==> src/rtl/arb_pkg.sv <==
// Shared types and helpers for the N-way bus arbiter.
// Provides state encoding, priority mode constants and a width helper.
package arb_pkg;

    typedef enum logic {
        ARB_IDLE  = 1'b0,
        ARB_GRANT = 1'b1
    } arb_state_t;

    localparam int ARB_MODE_FIXED = 0;
    localparam int ARB_MODE_RR    = 1;

    // $clog2 that never returns less than 1, so vectors stay legal
    function automatic int clog2_min1(input int n);
        return (n <= 2) ? 1 : $clog2(n);
    endfunction

endpackage

==> src/rtl/arb_rr_pick.sv <==
// Combinational priority search starting at a pointer, with wrap-around.
// Ports: req, start, excl (mask of bits to ignore) -> win (index), found.
module arb_rr_pick
    import arb_pkg::*;
#(
    parameter int NUM_REQ = 4
) (
    input  logic [NUM_REQ-1:0]                 req,
    input  logic [clog2_min1(NUM_REQ)-1:0]     start,
    input  logic [NUM_REQ-1:0]                 excl,
    output logic [clog2_min1(NUM_REQ)-1:0]     win,
    output logic                               found
);

    localparam int IDW = clog2_min1(NUM_REQ);
    localparam int DW  = clog2_min1(2 * NUM_REQ);

    logic [NUM_REQ-1:0]   masked;
    logic [2*NUM_REQ-1:0] dbl;
    logic [DW-1:0]        k;
    logic [DW-1:0]        w;

    assign masked = req & ~excl;

    // Doubling the vector turns the wrapping search into a linear scan
    always_comb begin
        dbl   = {masked, masked};
        found = 1'b0;
        win   = '0;
        k     = '0;
        w     = '0;
        for (int i = 0; i < NUM_REQ; i++) begin
            k = DW'(start) + DW'(i);
            if (!found && dbl[k]) begin
                found = 1'b1;
                w     = (k >= DW'(NUM_REQ)) ? k - DW'(NUM_REQ) : k;
                win   = w[IDW-1:0];
            end
        end
    end

endmodule

==> src/rtl/rr_arbiter.sv <==
// N-way arbiter: round-robin or fixed priority, bounded hold, registered one-hot grant.
// Ports: clock, reset_n (async low), req, [lock if ARB_LOCK_EN], gnt, gnt_valid, gnt_id.
module rr_arbiter
    import arb_pkg::*;
#(
    parameter int NUM_REQ  = 4,
    parameter int RR_MODE  = 1,
    parameter int MAX_HOLD = 8
) (
    input  logic                           clock,
    input  logic                           reset_n,
    input  logic [NUM_REQ-1:0]             req,
`ifdef ARB_LOCK_EN
    input  logic                           lock,
`endif
    output logic [NUM_REQ-1:0]             gnt,
    output logic                           gnt_valid,
    output logic [clog2_min1(NUM_REQ)-1:0] gnt_id
);

    localparam int IDW = clog2_min1(NUM_REQ);
    localparam int HW  = clog2_min1(MAX_HOLD + 1);
    localparam bit HOLD_EN = (MAX_HOLD > 0);
    localparam logic [HW-1:0] HOLD_LAST =
        HW'((MAX_HOLD > 0) ? MAX_HOLD - 1 : 0);

    arb_state_t     state, state_d;
    logic [IDW-1:0] owner, owner_d;
    logic [IDW-1:0] rr_ptr, ptr_d;
    logic [HW-1:0]  hold_cnt, hold_d;

    logic [NUM_REQ-1:0] own_mask;
    logic [NUM_REQ-1:0] excl;
    logic [IDW-1:0]     start;
    logic [IDW-1:0]     win;
    logic               found;
    logic               own_req;
    logic               limit;
    logic               lock_hold;

`ifdef ARB_LOCK_EN
    assign lock_hold = lock;
`else
    assign lock_hold = 1'b0;
`endif

    function automatic logic [IDW-1:0] next_ptr(input logic [IDW-1:0] i);
        return (i == IDW'(NUM_REQ - 1)) ? '0 : i + 1'b1;
    endfunction

    assign own_mask = NUM_REQ'(1) << owner;
    assign own_req  = |(req & own_mask);
    assign limit    = HOLD_EN && (hold_cnt == HOLD_LAST) && !lock_hold;
    assign start    = (RR_MODE == ARB_MODE_RR) ? rr_ptr : '0;

    // Only a forced handover keeps the current owner out of the pick
    assign excl = (state == ARB_GRANT && own_req && limit)
                ? own_mask : '0;

    arb_rr_pick #(.NUM_REQ(NUM_REQ)) u_pick (
        .req   (req),
        .start (start),
        .excl  (excl),
        .win   (win),
        .found (found)
    );

    always_comb begin
        state_d = state;
        owner_d = owner;
        ptr_d   = rr_ptr;
        hold_d  = hold_cnt;
        case (state)
            ARB_IDLE: begin
                if (found) begin
                    state_d = ARB_GRANT;
                    owner_d = win;
                    ptr_d   = next_ptr(win);
                    hold_d  = '0;
                end
            end
            ARB_GRANT: begin
                if (own_req && !limit) begin
                    // Saturates at the last value while locked
                    if (HOLD_EN && hold_cnt != HOLD_LAST)
                        hold_d = hold_cnt + 1'b1;
                end else if (found) begin
                    owner_d = win;
                    ptr_d   = next_ptr(win);
                    hold_d  = '0;
                end else if (own_req) begin
                    hold_d = '0;
                end else begin
                    state_d = ARB_IDLE;
                    hold_d  = '0;
                end
            end
            default: begin
                state_d = ARB_IDLE;
                hold_d  = '0;
            end
        endcase
    end

    always_ff @(posedge clock or negedge reset_n) begin
        if (!reset_n) begin
            state    <= ARB_IDLE;
            owner    <= '0;
            rr_ptr   <= '0;
            hold_cnt <= '0;
        end else begin
            state    <= state_d;
            owner    <= owner_d;
            rr_ptr   <= ptr_d;
            hold_cnt <= hold_d;
        end
    end

    assign gnt_valid = (state == ARB_GRANT);
    assign gnt       = gnt_valid ? own_mask : '0;
    assign gnt_id    = gnt_valid ? owner : '0;

endmodule

==> config.mk <==
export PLATFORM = sky130hd
export DESIGN_NAME = rr_arbiter
export DESIGN_NICKNAME = d
export VERILOG_FILES = /design/src/rtl/arb_pkg.sv /design/src/rtl/arb_rr_pick.sv /design/src/rtl/rr_arbiter.sv
export SDC_FILE = /design/constraint.sdc
export NUM_CORES = 1
export LEC_CHECK = 0
export ABC_AREA = 1
export CAP_MARGIN = 10
export CORE_ASPECT_RATIO = 1.25
export CORE_MARGIN = 5
export CORE_UTILIZATION = 25
export DETAILED_ROUTE_END_ITERATION = 10
export PLACE_DENSITY = 0.44
export SKIP_CTS_REPAIR_TIMING = 1
export SLEW_MARGIN = 20
export SYNTH_ARGS = -nofsm -noshare
export SYNTH_HDL_FRONTEND = slang
export SYNTH_HIERARCHICAL = 1
export SYNTH_SLANG_ARGS = --single-unit
==> constraint.sdc <==
create_clock -name clock -period 4 [get_ports clock]
set_input_delay 0.8 -clock clock [delete_from_list [all_inputs] [get_ports clock]]
set_output_delay 0.8 -clock clock [all_outputs]
set_load 0.03 [all_outputs]
==> After elaboration in Yosys (flattened, before gate mapping) <==
Index checks and enable logic that the tools add are counted.
{ "word_totals": {"output_inout_bits": 7, "elab_cells": 83, "inputBits": 6, "register_bits": 9} }
{ "op_classes": {"mux": 39, "shifts": 1, "n_addsub": 9, "order_cmp": 8, "reduce_logical": 12, "bitwise": 4, "n_eq_ne": 6} }
{ "ops": {"columns": ["cell", "n"], "rows": [
  ["$mux 2", 14],
  ["$mux 4", 5],
  ["$lt 3x4->1 const B", 3],
  ["$mux 1", 12],
  ["$bmux 1 s3", 3],
  ["$ge 3x3->1 const B", 3],
  ["$and 4x4->4", 2],
  ["$pmux 2 s2", 2],
  ["$pmux 4 s2", 1],
  ["$sub 2x1->2 const B", 4],
  ["$add 2x2->3 const B", 2],
  ["$logic_and 1x1->1", 6],
  ["$add 4x1->4 const B", 1],
  ["$eq 4x3->1 const B", 1],
  ["$logic_not 1->1", 4],
  ["$lt 2x4->1 const B", 1],
  ["$ne 2x2->1 const B", 2],
  ["$ne 4x3->1 const B", 1],
  ["$not 4->4", 1],
  ["$reduce_or 4->1", 1],
  ["$shl 1x2->4 const A", 1],
  ["$add 2x1->3 const B", 1],
  ["$ge 2x3->1 const B", 1],
  ["$ne 3x2->1 const B", 1],
  ["other kinds (6)", 6]
]} }

==> Longest topological paths before layout <==
{ "logic_depth": {"depth_word": 25, "ltp_mapped": 21, "mapped_depth_nobuf": 20} }

==> By module <==
Netlist, hierarchy kept.
{ "modules_own_cells": {"columns": ["module", "area_per_inst_um2", "instances", "seq_area_each_um2", "cells_each"], "rows": [
  ["rr_arbiter", 555.5, 1, 225.2, 70],
  ["arb_rr_pick", 299.0, 1, 0.0, 57]
]} }

==> Worst setup path after synthesis <==
No wires, ideal clock.
{ "synth_path": {"path_kind": "input -> register", "from": "input req[3]", "to": "register rr_ptr[1]", "arrival_ns": 2.315, "path_buffers": 0, "t_required_ns": 3.882, "path_stages": 18, "slack_ns": 1.568, "setup_time_ns": 0.118, "path_cell_list": "nand3_1 > nand2_1 > inv_1 > nand2_4 > nand3b_2 > nor3_1 > inv_1 > nand3_1 > nand2_1 > nand2_1 > nand2_1 > nand3_1 > nand2_1 > nor2_1 > nand2_1 > ha_1 > nand3_1 > nand2_1"} }
{ "synth_between": {"elab_chain_len": 24, "word_cells_on_any_way": 37, "cone_classes": "add/sub (1); eq/ne (2); mux (21); bitwise (3); reduce/logical (10)"} }
{ "synth_rtl": {"columns": ["element", "line_no", "rtl"], "rows": [
  ["from (decl)", "rr_arbiter.sv:12", "input logic [NUM_REQ-1:0] req,"],
  ["$and 4x4->4 *", "rr_arbiter.sv:52", "assign own_req = |(req & own_mask);"],
  ["$reduce_or 4->1 *", "rr_arbiter.sv:52", null],
  ["$logic_and 1x1->1 * (2 in series)", "rr_arbiter.sv:57", "assign excl = (state == ARB_GRANT && own_req && limit)"],
  ["$mux 4 *", "rr_arbiter.sv:58", "? own_mask : '0;"],
  ["net excl[2]", "rr_arbiter.sv:33", "logic [NUM_REQ-1:0] excl;"],
  ["$not 4->4 *", "arb_rr_pick.sv:23", "assign masked = req & ~excl;"],
  ["$and 4x4->4 *", "arb_rr_pick.sv:23", null],
  ["$bmux 1 s2", "arb_rr_pick.sv:34", "if (!found && dbl[k]) begin"],
  ["[... 9 more ...]", null, null],
  ["$logic_and 1x1->1", "arb_rr_pick.sv:34", null],
  ["$mux 2 *", "arb_rr_pick.sv:34", null],
  ["net win[0]", "rr_arbiter.sv:35", "logic [IDW-1:0] win;"],
  ["$add 2x1->2 or $eq 2x2->1 (tied branches)", "rr_arbiter.sv:48", "return (i == IDW'(NUM_REQ - 1)) ? '0 : i + 1'b1;"],
  ["$mux 2 *", "rr_arbiter.sv:48", null],
  ["$mux 2 *", "rr_arbiter.sv:75, rr_arbiter.sv:87", null],
  ["$mux 2", "rr_arbiter.sv:83", "if (own_req && !limit) begin"],
  ["$pmux 2 s2 *", "rr_arbiter.sv:73", "case (state)"],
  ["to (signal assigned)", "rr_arbiter.sv:114", "rr_ptr <= ptr_d;"],
  ["to (decl)", "rr_arbiter.sv:29", "logic [IDW-1:0] rr_ptr, ptr_d;"]
]} }
The timed path passes the listed nets; every way through them passes the cells marked *. The select of a mux whose other input is x is not followed.
A chain may end at the register's enable or synchronous reset.

==> Worst setup path after layout <==
{ "layout_path": {"from": "input req[2]", "to": "register hold_cnt[2]"} }
{ "layout_between": {"elab_chain_len": 21, "word_cells_on_any_way": 31, "cone_classes": "eq/ne (2); mux (15); bitwise (3); reduce/logical (11)"} }
{ "layout_rtl": {"columns": ["element", "line_no", "rtl"], "rows": [
  ["$and 4x4->4 *", "rr_arbiter.sv:52", null],
  ["$reduce_or 4->1 *", "rr_arbiter.sv:52", null],
  ["$logic_and 1x1->1 * (2 in series)", "rr_arbiter.sv:57", null],
  ["$mux 4 *", "rr_arbiter.sv:58", null],
  ["net excl[3]", "rr_arbiter.sv:33", null],
  ["$not 4->4 *", "arb_rr_pick.sv:23", null],
  ["$and 4x4->4 *", "arb_rr_pick.sv:23", null],
  ["$bmux 1 s2", "arb_rr_pick.sv:34", null],
  ["[... 6 more ...]", null, null],
  ["$logic_and 1x1->1", "arb_rr_pick.sv:34", null],
  ["$mux 1", "arb_rr_pick.sv:34", null],
  ["$logic_not 1->1", "arb_rr_pick.sv:34", null],
  ["$logic_and 1x1->1", "arb_rr_pick.sv:34", null],
  ["$mux 1 *", "arb_rr_pick.sv:34", null],
  ["net found", "rr_arbiter.sv:36", "logic found;"],
  ["$ne 2x2->1 (no source line) *", null, null],
  ["$reduce_and 2->1 (no source line) *", null, null],
  ["to (signal assigned)", "rr_arbiter.sv:115", "hold_cnt <= hold_d;"],
  ["to (decl)", "rr_arbiter.sv:30", "logic [HW-1:0] hold_cnt, hold_d;"]
]} }
Marked as above.

==> flow_summary.toml <==
[status]
status = "completed"

[detailed_routing]
ant_nets = 0
via_per_inst = 4.633
drtIter0Drc = 21
drt_wl_total_um = 1897
vias = 820
wire_per_inst_um = 10.72
drtPass1Iterations = 4
drcViolationCount = 0

[setup_path]
end_kind = "flip-flop"
crit_buf_inv = 3
worst_path_largest_cell_delay_ps = 520
crit_type = "in -> reg"
cp-start-kind = "primary input"
cp.arrival_ps = 3150
path_cells = "clkdlybuf4s50_1 > nand3_1 > nand2_1 > inv_1 > nand2_4 > nand3b_2 > nor3_1 > inv_1 > nand3_1 > nand3_1 > nand2_2 > nand2_2 > nor2_4 > nand3_1 > nor2_1 > nand2_1 > o21ai_0"
crit_top_cell = "nand3_1"
critical_path.max_fanout = 7
required_ps = 4140
crit_slowest_cell = "clkdlybuf4s50_1"
r2r_slack_ps = 1480
crit_family = "simple AND/OR/NAND/NOR gates"

[pwr]
ir_worst_vdd_uv = 273.5
leakage_uw = 0.0005070
internal-power_uw = 417.9
clkPwrFrac_pct = 11.4
p_sw_uw = 480.1
seq_power_share_pct = 22.1
sw_frac_of_total_pct = 53.46
p_comb_share_pct = 66.4
total_power_uw = 897.9
powerDensity_mw_per_mm2 = 869.9

[final_layout]
drive_gt1_share_pct = 16.43
antenna_cells = 0
syn_to_final_growth_pct = 20.79
fin_area_sq_mm = 0.001032
fill_cells = 370
layout.nets = 149

[timing]
fin_ws_ps = 992.9
holdWs_ps = 505.8
relSlewSlack_pct = 71.89
finalSetupViolations = 0
rsz0062_at_grt = "no"
finClkSkew_ps = 1.091
period_share_pct = 75.18
fmax_mhz = 332.5
setup-tns-final_ps = 0
max_slew.worst_pin.slew_ps = 420.3
period_needed_ps = 3007
slew_viol_final = 0
hold_viol_final = 0

[synthesis]
synth_commonest_cells = "nand2_1, nand3_1, inv_1, dfrtp_1"
synthTopCellsByArea = "dfrtp_1, nand2_1, nand3_1"
syn_inst = 127
yosys.area.top_type = "dfrtp_1"
synth_edf_count = 0
yosysWarningCount = 6
ys.flop_type = "dfrtp_1"
yosys.area_share.simple_pct = 53.88
syn_area_sq_um = 854.6
synthAdderAreaFrac_pct = 2.928
synth-compound-area-share_pct = 3.367
synth_nets = 135
ys_seq_elements = 9
synth_top_family_by_area = "simple AND/OR/NAND/NOR gates"
synth-async-reset-ratio_pct = 100.0
synth_top_area_share_pct = 26.35
yosysSeqAreaShare_pct = 26.35
synth_most_common_cell = "nand2_1"
synth_xor_area_share_pct = 2.050
synth_cell_type_count = 24
synthMuxAreaShare_pct = 0
syn_area_per_cell_sq_um = 6.729

[flow_run]
cap_violations = 0

[clocking]
cts_max_level = 1
cts_root_buf = "clkbuf_8"
cts.reportedPaths.clkPinSlew_ps = 40
cts_buffers = 3
cts_buffer_depth = 2
cts_tree = "yes"
clock_latency_ps = 230
clock_sinks = 9

[grt]
antenna_found_initial = 0
grt_overflow = 0
grt_usage_pct = 8.885
grt_pass1_vias = 869
grt_max_degree = 11
grt_pass1_wl_um = 3456

[die]
die_h_um = 75.37
initial_utilization_pct = 26.28
rows = 23
core-area_sq_mm = 0.003252
die_x_um = 62.30
die_area_sq_mm = 0.004695
top_level_ports = 13

[place]
routabilityCongestion = 0.8013
port_buffers = 12
dp_worst_setup_slack_ps = 702.4
placed_area_sq_um = 987.2
hpwl_um = 1558

[worst_hold_path]
hold_path.class = "reg -> reg"
[per-stage QoR]
step,cells,util (%)
6_report,177,31.74
5_1_grt,177,31.74
3_3_place_gp,173,30.36
3_5_place_dp,173,30.36
4_1_cts,177,31.74
2_1_floorplan,127,-
[state kept, by name (all words and copies together) (netlist names)]
register,count
hold_cnt,4
gnt_valid,1
rr_ptr,2
owner,2
[area by class of cell]
cell class | instances | area, sq um | area share [%]
sequential | 9 | 225.2 | 21.82
timing repair buffer | 12 | 120.1 | 11.64
clock buffer | 4 | 45.04 | 4.364
multi-input combinational | 100 | 531.8 | 51.52
tap | 37 | 46.29 | 4.485
inverter | 15 | 63.81 | 6.182
[cells in the final DEF (no fill, tap or decap), drive strengths merged, types with 2 or more instances in the layout]
cell type / count
nor3: 4
o21ai: 4
nor2: 9
clkdlybuf4s50: 12
nand2: 47
nand3b: 2
dfrtp: 9
inv: 15
nand3: 27
clkbuf: 4
ha: 2
[power by group through the flow]
stage	Clock [uW]	Sequential, uW	Combinational (uW)
finish	103	199	597
floorplan	0	164	510
CTS	107	199	611
detailed placement	0	200	609
global placement	0	201	605
global route	114	209	678
[final timing paths]
path	cells after the start	from	endpoint
worst max-delay path	17	req[2]	hold_cnt[2]
worst min-delay path	1	hold_cnt[0]	hold_cnt[0]
worst max register to register	14	hold_cnt[0]	hold_cnt[2]
worst min register to register	1	hold_cnt[0]	hold_cnt[0]
max in group asynchronous	1	reset_n	owner[0]
min in group asynchronous	1	reset_n	rr_ptr[1]
[worst reg2reg max path, delay by kind of cell (launching register included)]
kind,cells,cell delay (ps)
and+or+nand+nor,11,1680
DFF,1,380
adders and majority gates,1,200
buffers and inverters,1,80
AOI/OAI and AO/OA,1,80
[metal layers]
metal	global-route usage (%)	wire length, um	vias up
met5	0	0	-
met4	4.481	21	0
met3	1.770	67	4
met2	16.94	959	13
met1	9.386	849	367
li1	-	-	436
[cells by family (layout without fill, tap and decap cells)]
family          count (synthesis)  after routing
flops                           9              9
simple gates                   91             91
buf+inv                        18             31
xor+xnor                        2              2
compound gates                  5              5
fa+ha+maj                       2              2
Note: power is estimated with default switching activity, not from simulation.
